`src/rtl/var_bw_mul_sched.sv`:
```
// var_bw_mul_sched: two-requester scheduler in front of one shared variable
// bit-width multiplier (one 16x16 or two parallel 8x8 products). Pairs of
// 8-bit requests are packed into a single parallel-mode issue. Products land in
// per-requester response slots that apply valid/ready backpressure.
module var_bw_mul_sched #(
  parameter int TAG_W   = 4,
  parameter bit PAIR_EN = 1'b1,
  parameter int CNT_W   = 16
) (
  input  logic                  clk,
  input  logic                  rst_n,
  input  logic [1:0]            req_valid,
  output logic [1:0]            req_ready,
  input  logic [1:0]            req_w8,
  input  logic [1:0][15:0]      req_a,
  input  logic [1:0][15:0]      req_b,
  input  logic [1:0][TAG_W-1:0] req_tag,
  output logic                  mul_para_mode,
  output logic [15:0]           mul_a,
  output logic [15:0]           mul_b,
  input  logic [31:0]           mul_p,
  output logic [1:0]            rsp_valid,
  input  logic [1:0]            rsp_ready,
  output logic [1:0][31:0]      rsp_p,
  output logic [1:0][TAG_W-1:0] rsp_tag,
  output logic [CNT_W-1:0]      cnt_pair,
  output logic [CNT_W-1:0]      cnt_single
);

  typedef enum logic [1:0] {
    ISSUE_IDLE,
    ISSUE_SINGLE,
    ISSUE_PAIR
  } issue_e;

  issue_e                  issue_kind;
  logic [1:0]              slot_free;
  logic [1:0]              eligible;
  logic [1:0]              grant;
  logic                    single_sel;

  logic                    rr_ptr_q,      rr_ptr_d;
  logic [1:0]              rsp_valid_q,   rsp_valid_d;
  logic [1:0][31:0]        rsp_p_q,       rsp_p_d;
  logic [1:0][TAG_W-1:0]   rsp_tag_q,     rsp_tag_d;
  logic [CNT_W-1:0]        cnt_pair_q,    cnt_pair_d;
  logic [CNT_W-1:0]        cnt_single_q,  cnt_single_d;

  // Issue decision: pack two 8-bit requests, else round-robin one, else idle with zeroed operands
  always_comb begin
    slot_free     = ~rsp_valid_q | rsp_ready;
    eligible      = rst_n ? (req_valid & slot_free) : 2'b00;
    grant         = 2'b00;
    issue_kind    = ISSUE_IDLE;
    single_sel    = 1'b0;
    mul_para_mode = 1'b0;
    mul_a         = '0;
    mul_b         = '0;
    if (PAIR_EN && (eligible == 2'b11) && (req_w8 == 2'b11)) begin
      issue_kind    = ISSUE_PAIR;
      grant         = 2'b11;
      mul_para_mode = 1'b1;
      mul_a         = {req_a[1][7:0], req_a[0][7:0]};
      mul_b         = {req_b[1][7:0], req_b[0][7:0]};
    end else if (eligible != 2'b00) begin
      issue_kind = ISSUE_SINGLE;
      if (eligible == 2'b11) begin
        single_sel = rr_ptr_q;
      end else begin
        single_sel = eligible[1];
      end
      grant[single_sel] = 1'b1;
      mul_a = req_w8[single_sel] ? {8'h00, req_a[single_sel][7:0]} : req_a[single_sel];
      mul_b = req_w8[single_sel] ? {8'h00, req_b[single_sel][7:0]} : req_b[single_sel];
    end
  end

  // Response slots: capture on grant (even while draining), otherwise clear valid once drained
  always_comb begin
    rsp_valid_d = rsp_valid_q;
    rsp_p_d     = rsp_p_q;
    rsp_tag_d   = rsp_tag_q;
    for (int r = 0; r < 2; r++) begin
      if (grant[r]) begin
        rsp_valid_d[r] = 1'b1;
        rsp_tag_d[r]   = req_tag[r];
        if (issue_kind == ISSUE_PAIR) begin
          rsp_p_d[r] = (r == 0) ? {16'h0000, mul_p[15:0]} : {16'h0000, mul_p[31:16]};
        end else begin
          rsp_p_d[r] = mul_p;
        end
      end else if (rsp_ready[r]) begin
        rsp_valid_d[r] = 1'b0;
      end
    end
  end

  // Round-robin pointer moves only on contended or paired issues; counters saturate
  always_comb begin
    rr_ptr_d     = rr_ptr_q;
    cnt_pair_d   = cnt_pair_q;
    cnt_single_d = cnt_single_q;
    if ((issue_kind == ISSUE_PAIR) || ((issue_kind == ISSUE_SINGLE) && (eligible == 2'b11))) begin
      rr_ptr_d = ~rr_ptr_q;
    end
    if ((issue_kind == ISSUE_PAIR) && (cnt_pair_q != {CNT_W{1'b1}})) begin
      cnt_pair_d = cnt_pair_q + CNT_W'(1);
    end
    if ((issue_kind == ISSUE_SINGLE) && (cnt_single_q != {CNT_W{1'b1}})) begin
      cnt_single_d = cnt_single_q + CNT_W'(1);
    end
  end

  // State registers with asynchronous clear
  always_ff @(posedge clk or negedge rst_n) begin
    if (!rst_n) begin
      rr_ptr_q     <= 1'b0;
      rsp_valid_q  <= 2'b00;
      rsp_p_q      <= '0;
      rsp_tag_q    <= '0;
      cnt_pair_q   <= '0;
      cnt_single_q <= '0;
    end else begin
      rr_ptr_q     <= rr_ptr_d;
      rsp_valid_q  <= rsp_valid_d;
      rsp_p_q      <= rsp_p_d;
      rsp_tag_q    <= rsp_tag_d;
      cnt_pair_q   <= cnt_pair_d;
      cnt_single_q <= cnt_single_d;
    end
  end

  assign req_ready  = grant;
  assign rsp_valid  = rsp_valid_q;
  assign rsp_p      = rsp_p_q;
  assign rsp_tag    = rsp_tag_q;
  assign cnt_pair   = cnt_pair_q;
  assign cnt_single = cnt_single_q;

endmodule

```
`config.mk`:
```
export PLATFORM = sky130hd
export DESIGN_NAME = var_bw_mul_sched
export DESIGN_NICKNAME = d
export VERILOG_FILES = /design/src/rtl/var_bw_mul_sched.sv
export SDC_FILE = /design/constraint.sdc
export NUM_CORES = 1
export LEC_CHECK = 0
export CAP_MARGIN = 40
export CORE_MARGIN = 8
export CORE_UTILIZATION = 36
export CTS_CLUSTER_DIAMETER = 80
export DETAILED_ROUTE_END_ITERATION = 7
export GPL_TIMING_DRIVEN = 0
export PLACE_DENSITY = 0.76
export SLEW_MARGIN = 10
export SYNTH_ARGS = -nofsm -noshare
export SYNTH_HDL_FRONTEND = slang
export SYNTH_SLANG_ARGS = --single-unit
```
`constraint.sdc`:
```
create_clock -name clk -period 2.25 [get_ports clk]
set_clock_uncertainty 0.2 [all_clocks]
set_input_delay 0.45 -clock clk [delete_from_list [all_inputs] [get_ports clk]]
set_output_delay 0.45 -clock clk [all_outputs]
set_load 0.01 [all_outputs]
```
==> reports/metrics.yaml, run 1 <==
status: "finished, violations left"
failed_checks: "negative setup slack"
critPathSlowestCell: "or4_4"
ant_nets: 0
grt_max_degree: 68
root_buffer: "clkbuf_16"
fin_tns_setup_ns: -14.00
ys.flop_type: "dfrtp_1"
seq_area_frac_synth_pct: 53.7
grt_pass1_wl_um: 31600
n_fill_cell: 1014
yosys.cell_count.top_type: "nand2_1"
synth-edff-count: 0
hold_ws_ns: 0.282
grt_pass1_vias: 5545
power_mw: 6.66
synthXorXnorAreaFrac_pct: 5.27
syn-num-nets: 604
syn_area_per_cell_um2: 10.2
crit_path_end_kind: "output pin"
synth_top_area_cell: "dfrtp_1"
setup_slack_ns: -0.577
start_kind: "register"
tightestPinTransition_ns: 0.517
drt_wl_total_um: 21600
cts.sinks: 107
crit_buf_inv: 5
rsz0062_at_grt: "true"
cp_top_family: "simple AND/OR/NAND/NOR gates"
yosys.area_share.simple_pct: 17.3
crit_fanout: 4
synth-compound-area-share_pct: 14.1
vias: 5263
h-tree-depth: 3
firstDrtPassIters: 6
cp.arrival_ns: 2.18
yosysWarningCount: 0
path_class: "register to output pin"
cts.clk_slew.worst_paths_ns: 0.08
chipHeight_um: 134
antenna_found_initial: 1
routed_via_density: 5.24
hold_violations: 0
async_flop_share_pct: 100
design_area_um2: 9190
dp_hpwl_um: 15300
die-area_um2: 17900
cts_tree: "yes"
setup_viol: 36
synthTopCellsByArea: "dfrtp_1 54%, nand2_1 9.7%, a22o_1 5.6%"
grt_usage_pct: 22.4
die_width_um: 134
syn_area_um2: 4980
gp_congestion: 0.867
crit_path_max_incr_delay_ns: 0.51
synthTopCellsByCount: "129 x nand2_1, 107 x dfrtp_1, 33 x o21ai_0"
synth_fa_ha_area_share_pct: 0.502
numCtsBuffers: 9
hp-class: "register to register"
required_ns: 1.60
final_nets: 933
coreArea_um2: 13700
syn_inst: 490
crit_top_cell: "buf_6"
post-route-period-util_pct: 126
numPortBuffers: 252
rows: 43
post_drt_wl_per_cell_um: 21.5
ys_types: 40
synth_seq_cells: 107
reg2reg_slack_ns: -0.06
postPlaceCellArea_um2: 7800
drtIter0Drc: 339
synth_top_family_by_area: "simple AND/OR/NAND/NOR gates"
drv_cap: 0
vdd_drop_max_mv: 0.411
fmax_mhz: 354
maxSlewViolCount: 0
powerDensity_nw_per_um2: 725
p_leak_nw: 4.39
drive_above_1_share_pct: 28.5
synth_mux_area_share_pct: 4.80
ctsLongestPathBuffers: 2
slew_headroom_pct: 65.5
initial_utilization_pct: 36.3
area_growth_pct: 84.4
period_minus_slack_ns: 2.83
cp_cell_sequence: "nor2b_4, or4_4, nor2_4, buf_6, buf_6, buf_6, a222oi_1, inv_1, buf_6"
clk_latency_ns: 0.34
drc_errors: 0
grt-ovfl-total: 0
yosys.area.top_type_share_pct: 53.7
io_pins: 253
==> path summary, 6_finish.rpt <==
path	startpoint	end	cells past startpoint
max in group asynchronous	rst_n	rsp_p[5]$_DFFE_PN0P_	3
worst max register to register	rsp_valid[1]$_DFFE_PN0P_	cnt_single[1]$_DFFE_PN0P_	6
worst min register to register	rsp_p[3]$_DFFE_PN0P_	rsp_p[3]$_DFFE_PN0P_	2
worst min-delay path	rsp_p[3]$_DFFE_PN0P_	rsp_p[3]$_DFFE_PN0P_	2
worst max-delay path	rsp_valid[1]$_DFFE_PN0P_	mul_a[15]	9
min in group asynchronous	rst_n	rsp_p[12]$_DFFE_PN0P_	3
==> final cells by class <==
type | count | area [um2] | share of cell area, %
Multi-Input combinational cell | 337 | 2560 | 27.8
Tap cell | 180 | 225 | 2.45
Antenna cell | 1 | 2.50 | 0.0272
Sequential cell | 107 | 2680 | 29.2
Timing Repair Buffer | 321 | 3110 | 33.9
Clock inverter | 7 | 109 | 1.18
Clock buffer | 9 | 225 | 2.45
Buffer | 22 | 195 | 2.12
Inverter | 21 | 78.8 | 0.858
==> cell usage in the layout, fill, tap and decap left out, types with 5 or more instances in the layout <==
master	Yosys	layout
a222oi_1	16	16
xor2_1	24	24
nor2_4	0	8
dfrtp_1	107	102
nor2_1	18	8
buf_6	2	48
nand2_1	129	109
o21ai_0	33	14
mux2i_1	16	16
inv_1	21	20
dfrtp_2	0	5
buf_8	0	5
nand2_2	0	5
mux2_2	7	6
nand3_1	7	6
buf_2	10	30
buf_4	3	35
nand2_4	0	15
a22o_1	32	32
o21ai_2	0	14
clkdlybuf4s50_1	0	210
xnor2_1	6	5
nand4_1	6	6
clkbuf_16	0	9
==> worst reg2reg max path, delay by kind of cell (launching register included) <==
family,cells,cell delay [ns]
buf+inv,2,0.35
mux,1,0.32
compound gates,1,0.30
simple gates,2,0.65
flops,1,0.38
==> layer usage <==
| layer | vias up | part of all wire (%) | global-route usage [%] |
|---|---|---|---|
| met5 | - | 0 | 0 |
| met4 | 0 | 2.8 | 7.80 |
| met3 | 35 | 8.0 | 7.61 |
| met2 | 245 | 52 | 39.6 |
| met1 | 2620 | 38 | 24.5 |
| li1 | 2363 | - | - |
==> flip-flops by register name, indices dropped and copies added, names as in the netlist <==
name / count
rsp_p: 64
rsp_tag: 8
cnt_pair: 16
cnt_single: 16
rr_ptr_q: 1
rsp_valid: 2
==> power by group <==
part | switching, mW | total (mW) | internal, mW
registers | 0.285 | 2.58 | 2.29
clock network | 0.773 | 1.77 | 1.00
logic | 1.00 | 2.31 | 1.30
total | 2.06 | 6.66 | 4.60
==> kinds of logic after synthesis <==
family / count (synthesis)
XOR/XNOR: 30
AO/OA/AOI/OAI: 89
flip-flops: 107
buffers and inverters: 46
multiplexers: 23
AND/OR/NAND/NOR: 193
adder cells (fa/ha/maj): 2
==> timing repair <==
item / CTS / global route
pin swaps: 23 / 52
hold buffers: 2 / 0
hold endpoints to repair: 40 / 0
buffers inserted: 39 / 26
cloned: 6 / 2
setup endpoints to repair: 131 / 71
resized for setup: 253 / 124
==> per-stage QoR <==
| stage | utilization, % | setup slack (ns) | cells |
|---|---|---|---|
| final | 67.0 | -0.577 | 1005 |
| after global routing | 67.0 | -0.649 | 1005 |
| after CTS | 63.0 | -0.598 | 984 |
| after detailed placement | 56.8 | -1.48 | 923 |
| after global placement | 56.6 | -5.44 | 922 |
| after floorplan | - | -0.0786 | 490 |
Power figures use the tool's default switching activity.
==> inputs of run 2 (changes only) <==
CAP_MARGIN = 20   (was 40)
SLEW_MARGIN = 20   (was 10)
==> run 2 against run 1 <==
- the flow still finishes with violations (negative setup slack)
- total power unchanged
- sequential power about the same
- register-to-register slack barely moved
- critical path depth did not move
- sequential cell count unchanged
- global-route usage stayed put
- wire length did not move
- combinational power barely moved
- count of clock-buffer cells in the layout stayed put
- first-iteration DRC count stayed put
- via count unchanged
- sequential share of layout area stayed put
- critical path type unchanged
- largest power group unchanged
==> reports/metrics.yaml, run 2 (synthesis results as in run 1) <==
dp_hpwl_um: 15300  # unchanged
drive_above_1_share_pct: 28.5  # unchanged
grt_pass1_vias: 5545  # unchanged
rows: 43  # unchanged
post_drt_wl_per_cell_um: 21.5  # unchanged
vdd_drop_max_mv: 0.411  # unchanged
fmax_mhz: 354  # unchanged
chipHeight_um: 134  # unchanged
clk_latency_ns: 0.34  # about the same
hold_violations: 0  # unchanged
grt_usage_pct: 22.4  # unchanged
reg2reg_slack_ns: -0.06  # about the same
path_class: "register to output pin"
cp.arrival_ns: 2.18  # about the same
n_fill_cell: 1014  # unchanged
grt_max_degree: 68  # unchanged
failed_checks: "negative setup slack"
dpl_worst_slack_ns: -1.48  # unchanged
design_area_um2: 9190  # unchanged
largest_reg_flops: 64  # unchanged
drtIter0Drc: 339  # unchanged
period_minus_slack_ns: 2.83  # unchanged
hp-class: "register to register"
fin_tns_setup_ns: -14.00  # unchanged
ant_nets: 0  # unchanged
final_nets: 933  # unchanged
place_inst: 923  # unchanged
initial_utilization_pct: 36.3  # unchanged
crit_path_end_kind: "output pin"
tightestPinTransition_ns: 0.517  # unchanged
setup_viol: 36  # unchanged
powerDensity_nw_per_um2: 725  # unchanged
p_leak_nw: 4.39  # unchanged
final_common_cell: "clkdlybuf4s50_1"
die_width_um: 134  # unchanged
die-area_um2: 17900  # unchanged
drv_cap: 0  # unchanged
cts.clk_slew.worst_paths_ns: 0.08  # about the same
crit_fanout: 4  # unchanged
slew_headroom_pct: 65.5  # unchanged
cts_tree: "yes"
ctsLongestPathBuffers: 2  # unchanged
layout_common_cells: "210 x clkdlybuf4s50_1, 109 x nand2_1, 102 x dfrtp_1"
root_buffer: "clkbuf_16"
required_ns: 1.60  # about the same
maxSlewViolCount: 0  # unchanged
grt_pass1_wl_um: 31600  # unchanged
gp_congestion: 0.867  # unchanged
grt-ovfl-total: 0  # unchanged
layoutNonFillerInstCount: 1005  # unchanged
status: "finished, violations left"
setup_slack_ns: -0.577  # unchanged
rsz0062_at_grt: "true"
firstDrtPassIters: 6  # unchanged
numCtsBuffers: 9  # unchanged
cts.sinks: 107  # unchanged
coreArea_um2: 13700  # unchanged
power_mw: 6.66  # unchanged
routed_via_density: 5.24  # unchanged
numPortBuffers: 252  # unchanged
post-route-period-util_pct: 126  # unchanged
start_kind: "register"
area_growth_pct: 84.4  # unchanged
antenna_found_initial: 1  # unchanged
h-tree-depth: 3  # unchanged
drc_errors: 0  # unchanged
postPlaceCellArea_um2: 7800  # unchanged
io_pins: 253  # unchanged
vias: 5263  # unchanged
drt_wl_total_um: 21600  # unchanged
==> run 2: cell counts in the layout (fill, tap and decap cells not counted) <==
Identical to the previous run, type by type.
==> run 2: what timing repair did <==
| item | 4_1_cts | 5_1_grt |
|---|---|---|
| setup endpoints to repair | 131 | 71 |
| buffers inserted | 39 | 26 |
| hold buffers | 2 | 0 |
| endpoints found under the hold margin | 40 | 0 |
| cloned | 6 | 2 |
| gates resized for setup | 253 | 124 |
| pin swaps | 23 | 52 |
==> run 2: worst max-delay path, stage by stage (launching register included) <==
cell      delay (ns)
dfrtp_1         0.38
nor2b_4         0.14
or4_4           0.51
nor2_4          0.16
buf_6           0.12
buf_6           0.11
buf_6           0.10
a222oi_1        0.10
inv_1           0.10
buf_6           0.10
==> run 2: layout make-up <==
| cell class | instances | area (um2) | share of cell area [%] |
|---|---|---|---|
| sequential | 107 | 2680 | 29.2 |
| timing repair buffer | 321 | 3110 | 33.9 |
| clock inverter | 7 | 109 | 1.18 |
| clock buffer | 9 | 225 | 2.45 |
| buffer | 22 | 195 | 2.12 |
| tap | 180 | 225 | 2.45 |
| inverter | 21 | 78.8 | 0.858 |
| antenna | 1 | 2.50 | 0.0272 |
| multi-input combinational | 337 | 2560 | 27.8 |
==> run 2: worst paths after layout <==
path | to | from | depth (start not counted)
worst max-delay path | mul_a[15] | rsp_valid[1]$_DFFE_PN0P_ | 9
worst min-delay path | rsp_p[3]$_DFFE_PN0P_ | rsp_p[3]$_DFFE_PN0P_ | 2
worst max register to register | cnt_single[1]$_DFFE_PN0P_ | rsp_valid[1]$_DFFE_PN0P_ | 6
worst min register to register | rsp_p[3]$_DFFE_PN0P_ | rsp_p[3]$_DFFE_PN0P_ | 2
max in group asynchronous | rsp_p[5]$_DFFE_PN0P_ | rst_n | 3
min in group asynchronous | rsp_p[12]$_DFFE_PN0P_ | rst_n | 3
==> run 2: per-stage QoR <==
| step | hold WS (ns) | utilization [%] |
|---|---|---|
| after detailed placement | 0.205 | 56.8 |
| after CTS | 0.285 | 63.0 |
| final | 0.282 | 67.0 |
| after global routing | 0.310 | 67.0 |
| after floorplan | -0.0456 | - |
| after global placement | 0.261 | 56.6 |
==> run 2: report_power, final <==
part | switching [mW] | internal (mW) | total, mW
sequential | 0.285 | 2.29 | 2.58
combinational | 1.00 | 1.30 | 2.31
clock | 0.773 | 1.00 | 1.77
==> run 2: layer usage <==
metal | routed length, um | share of wire (%) | global-route usage (%) | up-vias
met1 | 8140 | 38 | 24.5 | 2620
met5 | 0 | 0 | 0 | -
met2 | 11100 | 52 | 39.6 | 245
li1 | - | - | - | 2363
met4 | 607 | 2.8 | 7.80 | 0
met3 | 1730 | 8.0 | 7.61 | 35
==> inputs of run 3 (changes only) <==
REMOVE_ABC_BUFFERS = 1   (was not set)
==> run 3 against run 2 <==
- the flow still finishes with violations (negative setup slack)
- sequential cell count is the same
- clock power is essentially flat
- combinational power grew 3%
- count of clock-buffer cells in the layout grew 1
- total power grew 0.26%
- setup slack lost 0.031 ns
- first-iteration DRC count grew 16%
- core utilization shrank 1.7 points
- largest cell class unchanged
- largest power group unchanged
- highest routed layer unchanged
==> reports/metrics.yaml, run 3 (synthesis results as in run 1) <==
root_buffer: "clkbuf_16"
met1_length_um: 8060  # -0.90%
drive_above_1_share_pct: 23.6  # -4.9 points
setup_slack_ns: -0.608  # -0.0311 ns
grt_max_degree: 77  # +13%
dp_hpwl_um: 13400  # -12%
drc_errors: 0  # unchanged
ctsLongestPathBuffers: 2  # unchanged
status: "finished, violations left"
register_area_um2: 2680  # -0.19%
postPlaceCellArea_um2: 7780  # -0.21%
crit_path_end_kind: "output pin"
start_kind: "input port"
required_ns: 1.60  # about the same
hold_ws_ns: 0.276  # -0.00682 ns
vdd_drop_max_mv: 0.639  # +56%
final_common_cell: "clkdlybuf4s50_1"
n_fill_cell: 1068  # +5.3%
h-tree-depth: 3  # unchanged
rsz0062_at_grt: "true"
drt_wl_total_um: 21400  # -0.91%
grt_pass1_vias: 5425  # -2.2%
vias: 5196  # -1.3%
rows: 43  # unchanged
met2WireLength_um: 10800  # -3.1%
crit_fanout: 17  # +13
numCtsBuffers: 9  # unchanged
drv_cap: 0  # unchanged
top_layer: "met4"
wl_met3_um: 1930  # +11%
setup_viol: 63  # +75%
grt_pass1_wl_um: 31500  # -0.13%
grt-ovfl-total: 0  # unchanged
path_class: "input port to output pin"
failed_checks: "negative setup slack"
power_mw: 6.68  # +0.26%
largest_reg_flops: 64  # unchanged
maxSlewViolCount: 0  # unchanged
hold_violations: 0  # unchanged
cts_tree: "yes"
post_drt_wl_per_cell_um: 21.9  # +1.9%
gp_congestion: 0.842  # -2.8%
hp-class: "register to register"
antenna_found_initial: 0  # -1
period_minus_slack_ns: 2.86  # +0.0311 ns
routed_via_density: 5.32  # +1.6%
clk_latency_ns: 0.35  # about the same
final_nets: 905  # -3.0%
ant_nets: 0  # unchanged
firstDrtPassIters: 7  # +1
die_width_um: 134  # unchanged
fmax_mhz: 350  # -1.1%
slew_headroom_pct: 55.7  # -9.9 points
drtIter0Drc: 392  # +16%
design_area_um2: 8950  # -2.6%
coreArea_um2: 13700  # unchanged
cts.sinks: 107  # unchanged
p_leak_nw: 4.22  # -3.9%
multi_input_area_um2: 2480  # -2.8%
cts.clk_slew.worst_paths_ns: 0.07  # about the same
chipHeight_um: 134  # unchanged
cp.arrival_ns: 2.21  # +0.03 ns
numPortBuffers: 252  # unchanged
area_growth_pct: 79.7
die-area_um2: 17900  # unchanged
grt_usage_pct: 22.9  # +0.49 points
post-route-period-util_pct: 127  # +1.4 points
layout_common_cells: "210 x clkdlybuf4s50_1, 113 x nand2_1, 106 x dfrtp_1"
powerDensity_nw_per_um2: 746  # +2.9%
initial_utilization_pct: 36.3  # unchanged
io_pins: 253  # unchanged
fin_tns_setup_ns: -18.31  # -4.31 ns
tightestPinTransition_ns: 0.665  # +0.148 ns
run 3: final timing paths:
| check | start | to | slack [ns] | cells after the start |
|---|---|---|---|---|
| worst max-delay path | req_valid[1] | mul_para_mode | -0.61 | 7 |
| worst min-delay path | rsp_tag[2]$_DFFE_PN0P_ | rsp_tag[2]$_DFFE_PN0P_ | 0.28 | 2 |
| worst max register to register | rsp_valid[0]$_DFFE_PN0P_ | cnt_pair[15]$_DFFE_PN0P_ | -0.23 | 9 |
| worst min register to register | rsp_tag[2]$_DFFE_PN0P_ | rsp_tag[2]$_DFFE_PN0P_ | 0.28 | 2 |
| max in group asynchronous | rst_n | rsp_tag[6]$_DFFE_PN0P_ | 0.87 | 3 |
| min in group asynchronous | rst_n | cnt_single[9]$_DFFE_PN0P_ | 0.61 | 3 |
run 3: area by class of cell:
type                            count  share of cell area (%)
Clock inverter                      6                   0.978
Sequential cell                   107                    29.9
Timing Repair inverter              1                  0.0838
Clock buffer                       10                    2.67
Multi-Input combinational cell    340                    27.8
Timing Repair Buffer              311                    35.1
Tap cell                          180                    2.52
Inverter                           21                   0.922
Antenna cell                        1                  0.0279
run 3: stage by stage:
| step | cells | setup WS (ns) | utilization [%] |
|---|---|---|---|
| CTS | 962 | -0.552 | 63.2 |
| floorplan | 465 | -1.98 | - |
| finish | 977 | -0.608 | 65.3 |
| global placement | 897 | -9.74 | 55.4 |
| detailed placement | 904 | -1.69 | 56.7 |
| global route | 976 | -0.679 | 65.2 |
run 3: critical path: stages:
cell and delay (ns):
dlygate4sd2_1 0.31, nand2_4 0.12, or4_4 0.56, nor2_4 0.25, clkbuf_16 0.23, buf_16 0.16
buf_6 0.11
run 3: power breakdown:
group / switching, mW / total [mW] / internal [mW]
combinational: 1.05 / 2.37 / 1.32
sequential: 0.274 / 2.57 / 2.29
clock: 0.729 / 1.74 / 1.01
total: 2.05 / 6.68 / 4.63
run 3: layer usage:
layer	GRT usage [%]	vias to the layer above
li1	-	2322
met3	8.51	47
met5	0	-
met1	26.4	2571
met4	6.74	0
met2	38.7	256
run 3: repair_timing:
item,CTS,global route
buffers inserted,31,20
setup endpoints to repair,116,70
hold endpoints to repair,31,0
resized for setup,230,61
gates cloned,9,2
pin swaps,22,31
hold buffers,2,0
